### src/rtl/seq_mult_ctrl_pkg.sv
// Shared definitions for the sequential shift-and-add multiplier controller.
// Holds the controller state encodings and the default operand width.
package seq_mult_ctrl_pkg;

    localparam int DEFAULT_WIDTH = 4;

    typedef enum logic [1:0] {
        IDLE = 2'd0,
        RUN  = 2'd1,
        DONE = 2'd2
    } state_t;

endpackage

### src/rtl/full_adder.sv
// Single-bit full adder cell; the building block of the ripple-carry adder.
module full_adder (
    input  logic a,
    input  logic b,
    input  logic c_in,
    output logic s,
    output logic c_out
);

    assign s     = a ^ b ^ c_in;
    assign c_out = (a & b) | (c_in & (a ^ b));

endmodule

### src/rtl/ripple_adder_n.sv
// Purely combinational WIDTH-bit ripple-carry adder built from a chain of
// full_adder cells.
module ripple_adder_n #(
    parameter int WIDTH = 4
) (
    input  logic [WIDTH-1:0] a,
    input  logic [WIDTH-1:0] b,
    input  logic             c_in,
    output logic [WIDTH-1:0] s,
    output logic             c_out
);

    logic [WIDTH:0] carry;

    assign carry[0] = c_in;

    for (genvar gi = 0; gi < WIDTH; gi++) begin : g_fa
        full_adder u_fa (
            .a     (a[gi]),
            .b     (b[gi]),
            .c_in  (carry[gi]),
            .s     (s[gi]),
            .c_out (carry[gi+1])
        );
    end

    assign c_out = carry[WIDTH];

endmodule

### src/rtl/seq_mult_ctrl.sv
// Sequential unsigned shift-and-add multiplier: one shared WIDTH-bit adder,
// WIDTH add/shift steps per product, start/busy/done handshake.
module seq_mult_ctrl
    import seq_mult_ctrl_pkg::*;
#(
    parameter int WIDTH = DEFAULT_WIDTH
) (
    input  logic               clk,
    input  logic               rst,
    input  logic               start,
    input  logic [WIDTH-1:0]   a,
    input  logic [WIDTH-1:0]   b,
    output logic               busy,
    output logic               done,
    output logic [2*WIDTH-1:0] p
);

    localparam int            CW   = (WIDTH > 1) ? $clog2(WIDTH) : 1;
    localparam logic [CW-1:0] LAST = CW'(WIDTH - 1);

    state_t           state_reg, state_next;
    logic [WIDTH-1:0] m_reg;
    logic [WIDTH-1:0] a_reg;
    logic [WIDTH-1:0] q_reg;
    logic             c_reg;
    logic [CW-1:0]    cnt_reg;
    logic [2*WIDTH-1:0] p_reg;

    logic [WIDTH-1:0] sum;
    logic             sum_c;
    logic [WIDTH:0]   step_hi;
    logic [WIDTH-1:0] a_step;
    logic [WIDTH-1:0] q_step;

    ripple_adder_n #(.WIDTH(WIDTH)) u_adder (
        .a     (a_reg),
        .b     (m_reg),
        .c_in  (1'b0),
        .s     (sum),
        .c_out (sum_c)
    );

    // Add-then-shift folded into one update: {C,A} after the optional add,
    // then the whole {C,A,Q} moves right by one. C is always 0 between steps.
    assign step_hi = q_reg[0] ? {sum_c, sum} : {c_reg, a_reg};
    assign a_step  = step_hi[WIDTH:1];
    assign q_step  = {step_hi[0], q_reg[WIDTH-1:1]};

    always_comb begin
        state_next = state_reg;
        case (state_reg)
            IDLE:    if (start) state_next = RUN;
            RUN:     if (cnt_reg == LAST) state_next = DONE;
            DONE:    state_next = start ? RUN : IDLE;
            default: state_next = IDLE;
        endcase
    end

    always_ff @(posedge clk) begin
        if (rst) begin
            state_reg <= IDLE;
            m_reg     <= '0;
            a_reg     <= '0;
            q_reg     <= '0;
            c_reg     <= 1'b0;
            cnt_reg   <= '0;
            p_reg     <= '0;
        end else begin
            state_reg <= state_next;
            case (state_reg)
                IDLE, DONE: begin
                    if (start) begin
                        m_reg   <= a;
                        q_reg   <= b;
                        a_reg   <= '0;
                        c_reg   <= 1'b0;
                        cnt_reg <= '0;
                    end
                end
                RUN: begin
                    a_reg   <= a_step;
                    q_reg   <= q_step;
                    c_reg   <= 1'b0;
                    cnt_reg <= cnt_reg + 1'b1;
                    if (cnt_reg == LAST) begin
                        p_reg <= {a_step, q_step};
                    end
                end
                default: ;
            endcase
        end
    end

    assign busy = (state_reg == RUN);
    assign done = (state_reg == DONE);
    assign p    = p_reg;

endmodule

### config.mk
export PLATFORM = sky130hd
export DESIGN_NAME = seq_mult_ctrl
export DESIGN_NICKNAME = d
export VERILOG_FILES = /design/src/rtl/seq_mult_ctrl_pkg.sv /design/src/rtl/full_adder.sv /design/src/rtl/ripple_adder_n.sv /design/src/rtl/seq_mult_ctrl.sv
export SDC_FILE = /design/constraint.sdc
export NUM_CORES = 1
export LEC_CHECK = 0
export CAP_MARGIN = 20
export CORE_AREA = 2 2 74 69
export CTS_BUF_LIST = sky130_fd_sc_hd__clkbuf_4 sky130_fd_sc_hd__clkbuf_8 sky130_fd_sc_hd__clkbuf_16
export CTS_CLUSTER_SIZE = 20
export DETAILED_ROUTE_END_ITERATION = 7
export DIE_AREA = 0 0 76 71
export PLACE_DENSITY = 0.51
export SLEW_MARGIN = 0
export SYNTH_ARGS = -nofsm -noshare
export SYNTH_HDL_FRONTEND = slang
export SYNTH_SLANG_ARGS = --single-unit
### constraint.sdc
create_clock -name clk -period 3.05 [get_ports clk]
set_input_delay 0.61 -clock clk [delete_from_list [all_inputs] [get_ports clk]]
set_output_delay 0.61 -clock clk [all_outputs]
set_load 0.02 [all_outputs]
==> reports/results.tsv <==
stage	metric	value	unit
outcome	outcome	finished, final reports clean	
floorplan	initial_core_util	0.230	
global_routing	grt_pass1_vias	836	
final_layout	nets	151	
clocking	ctsResizeCount	0	
synthesis	netlist_area	1070	sq um
final_layout	largest_reg_flops	8	
clocking	path_clk_slew	80	ps
synthesis	syn_avg_cell_area	9.15	sq um
timing	hold_viol_final	0	
floorplan	die_width	76	um
global_routing	grt_overflow	0	
floorplan	row_count	24	
synthesis	synth_top_area_frac	0.449	
clocking	cts_sinks	24	
synthesis	synth_edf_count	0	
synthesis	synth_flop_cell	dfxtp_1	
timing	rsz0062_at_grt	false	
final_layout	syn_to_final_growth	25.7	%
global_routing	antenna_found_initial	0	
synthesis	ys_types	29	
timing	setup_viol	0	
floorplan	io_pins	21	
synthesis	synth_simple_gate_area_share	0.223	
drt	routedWlPerCell	11.7	um
flow_run	drv_cap	0	
floorplan	core	4650	sq um
final_layout	final_cell_mix	dfxtp_1 (24), nand2_1 (23), clkdlybuf4s50_1 (20), a21oi_1 (13), nor2_1 (12)	
placement	hpwl	1.65	mm
placement	placed_area	1310	sq um
worst_setup_path	end_kind	register	
clocking	insertion_delay	260	ps
timing	finalClockSkew	2.58	ps
worst_setup_path	crit_chain	ha_1 > fa_1 > fa_1 > fa_1 > mux2i_1 > nor2_1 > o21ba_1	
global_routing	grt_pass1_wl	3.87	mm
floorplan	die_h	71	um
worst_setup_path	crit_family	adder cells	
timing	slew_headroom	0.382	
worst_setup_path	required	3210	ps
synthesis	synth-xor-area-share	0	
clocking	hold_buffers	0	
synthesis	synth_compound_area_frac	0.155	
power	internal-power	0.000444	W
synthesis	synthesis.nets	133	
clocking	cts-htree-levels	1	
final_layout	layout-drive-gt1-share	0.0752	
power	power_density	435	nW/um^2
power	leakage	0.505	nW
power	clockPowerShare	0.314	
final_layout	layout.cells.most_common	dfxtp_1	
power	switching_power	0.000141	W
timing	post-route-min-period	2360	ps
synthesis	synth_fa_ha_area_frac	0.0794	
clocking	cts_buffers	3	
synthesis	ys_ff_latch	24	
clocking	root_buffer	clkbuf_8	
drt	drc	0	
global_routing	grt_usage	0.0887	
placement	gp_congestion	0.720	
final_layout	diodes	0	
global_routing	grt_max_degree	25	
worst_setup_path	path_common_cell	fa_1	
power	switching_share	0.242	
worst_setup_path	cp.arrival	2520	ps
power	peakVddDrop	0.000269	V
clocking	clk_path_buf_depth	2	
power	power_frac_seq	0.574	
final_layout	nFillCells	495	
drt	drt-total-wl	2.31	mm
worst_setup_path	slowest_stage	fa_1	
timing	tns	0	ps
worst_setup_path	cp-start-kind	register	
synthesis	ys.warnings.count	0	
worst_setup_path	critical_path_peak_fanout	3	
worst_setup_path	cp_num_buf_inv	0	
drt	viasPerCell	4.26	
drt	num_vias	843	
worst_setup_path	crit_type	reg2reg	
floorplan	dieArea	5400	sq um
synthesis	synth_cells	117	
min_path	hp-class	reg2reg	
synthesis	muxShareOfSynthArea	0.0386	
drt	drt_iter0_drc	9	
synthesis	synth_top_cell_by_area	dfxtp_1	
timing	worst_pin_slew	923	ps
timing	post-route-period-util	0.773	
timing	fmax	0.424	GHz
synthesis	synth_top_family_by_area	simple AND/OR/NAND/NOR gates	
power	pwr-share-comb	0.113	
synthesis	ys_seq_area_frac	0.449	
drt	ant_nets	0	
final_layout	final_util	0.289	
timing	slew_viol_final	0	
clocking	postCtsSetupRepairBufs	0	
synthesis	async_flop_share	0	
placement	port_buffers	20	
drt	drtPass1Iterations	4	
clocking	cts_tree	yes	
worst_setup_path	slowest_delay	450	ps
synthesis	synthTopCellsByArea	dfxtp_1 (45%), nand2_1 (8.1%), a21oi_1 (6.1%), fa_1 (5.6%), nor2_1 (4.2%)	
final_layout	stdcell_area	1350	sq um
==> metal layers <==
metal,part of all wire,wire length [um],global-route usage,vias to the layer above
li1,-,-,-,429
met1,0.48,1100,0.106,403
met2,0.49,1140,0.162,9
met3,0.025,58,0.0281,2
met4,0.0052,12,0.0121,0
met5,0,0,0,-
==> worst min-delay path: cells and delay by family, from the launching register on <==
kind | cells | cell delay (ps)
AO/OA/AOI/OAI | 1 | 50
flip-flops | 1 | 310
AND/OR/NAND/NOR | 1 | 50
==> cell usage after synthesis (all sizes together), types with 3 or more instances <==
master,n
a211oi,3
mux2i,3
nand2,23
dfxtp,24
fa,3
nand2b,3
a21oi,13
nand3,7
nor2,12
buf,7
a311oi,3
==> power groups by stage <==
stage / sequential (W) / combinational [W] / clock, W
global route: 0.000338 / 0.0000738 / 0.000203
detailed placement: 0.000343 / 0.0000669 / 0
CTS: 0.000335 / 0.0000671 / 0.000191
floorplan: 0.000338 / 0.0000494 / 0
global placement: 0.000342 / 0.0000654 / 0
finish: 0.000336 / 0.0000660 / 0.000183
==> cell type report <==
type / count / area [sq um] / share of cell area
Tap cell: 65 / 81.3 / 0.0604
Multi-Input combinational cell: 84 / 532 / 0.395
Clock buffer: 3 / 41.3 / 0.0307
Inverter: 1 / 3.75 / 0.00279
Sequential cell: 24 / 480 / 0.357
Timing Repair Buffer: 21 / 208 / 0.154
==> kinds of logic after synthesis <==
| logic type | after synthesis |
|---|---|
| AND/OR/NAND/NOR | 52 |
| flip-flops | 24 |
| AO/OA/AOI/OAI | 23 |
| buffers and inverters | 9 |
| adder cells (fa/ha/maj) | 5 |
| multiplexers | 4 |
==> per-stage QoR <==
stage | hold slack [ps] | setup WS [ps] | std cells | power [W]
after floorplan | 440 | 841 | 117 | 0.000387
final | 455 | 693 | 198 | 0.000585
after detailed placement | 448 | 713 | 195 | 0.000410
after global placement | 446 | 788 | 195 | 0.000408
after global routing | 480 | 600 | 198 | 0.000614
after CTS | 460 | 690 | 198 | 0.000593
==> final timing paths <==
check	from	end	slack, ps	depth (start not counted)
min reg2reg	p[0]$_SDFFE_PP0P_	p[0]$_SDFFE_PP0P_	460	2
max	a_reg[0]$_SDFFE_PP0P_	a_reg[2]$_SDFFE_PP0P_	690	7
min	p[0]$_SDFFE_PP0P_	p[0]$_SDFFE_PP0P_	460	2
max reg2reg	a_reg[0]$_SDFFE_PP0P_	a_reg[2]$_SDFFE_PP0P_	690	7
Power figures use the tool's default switching activity.
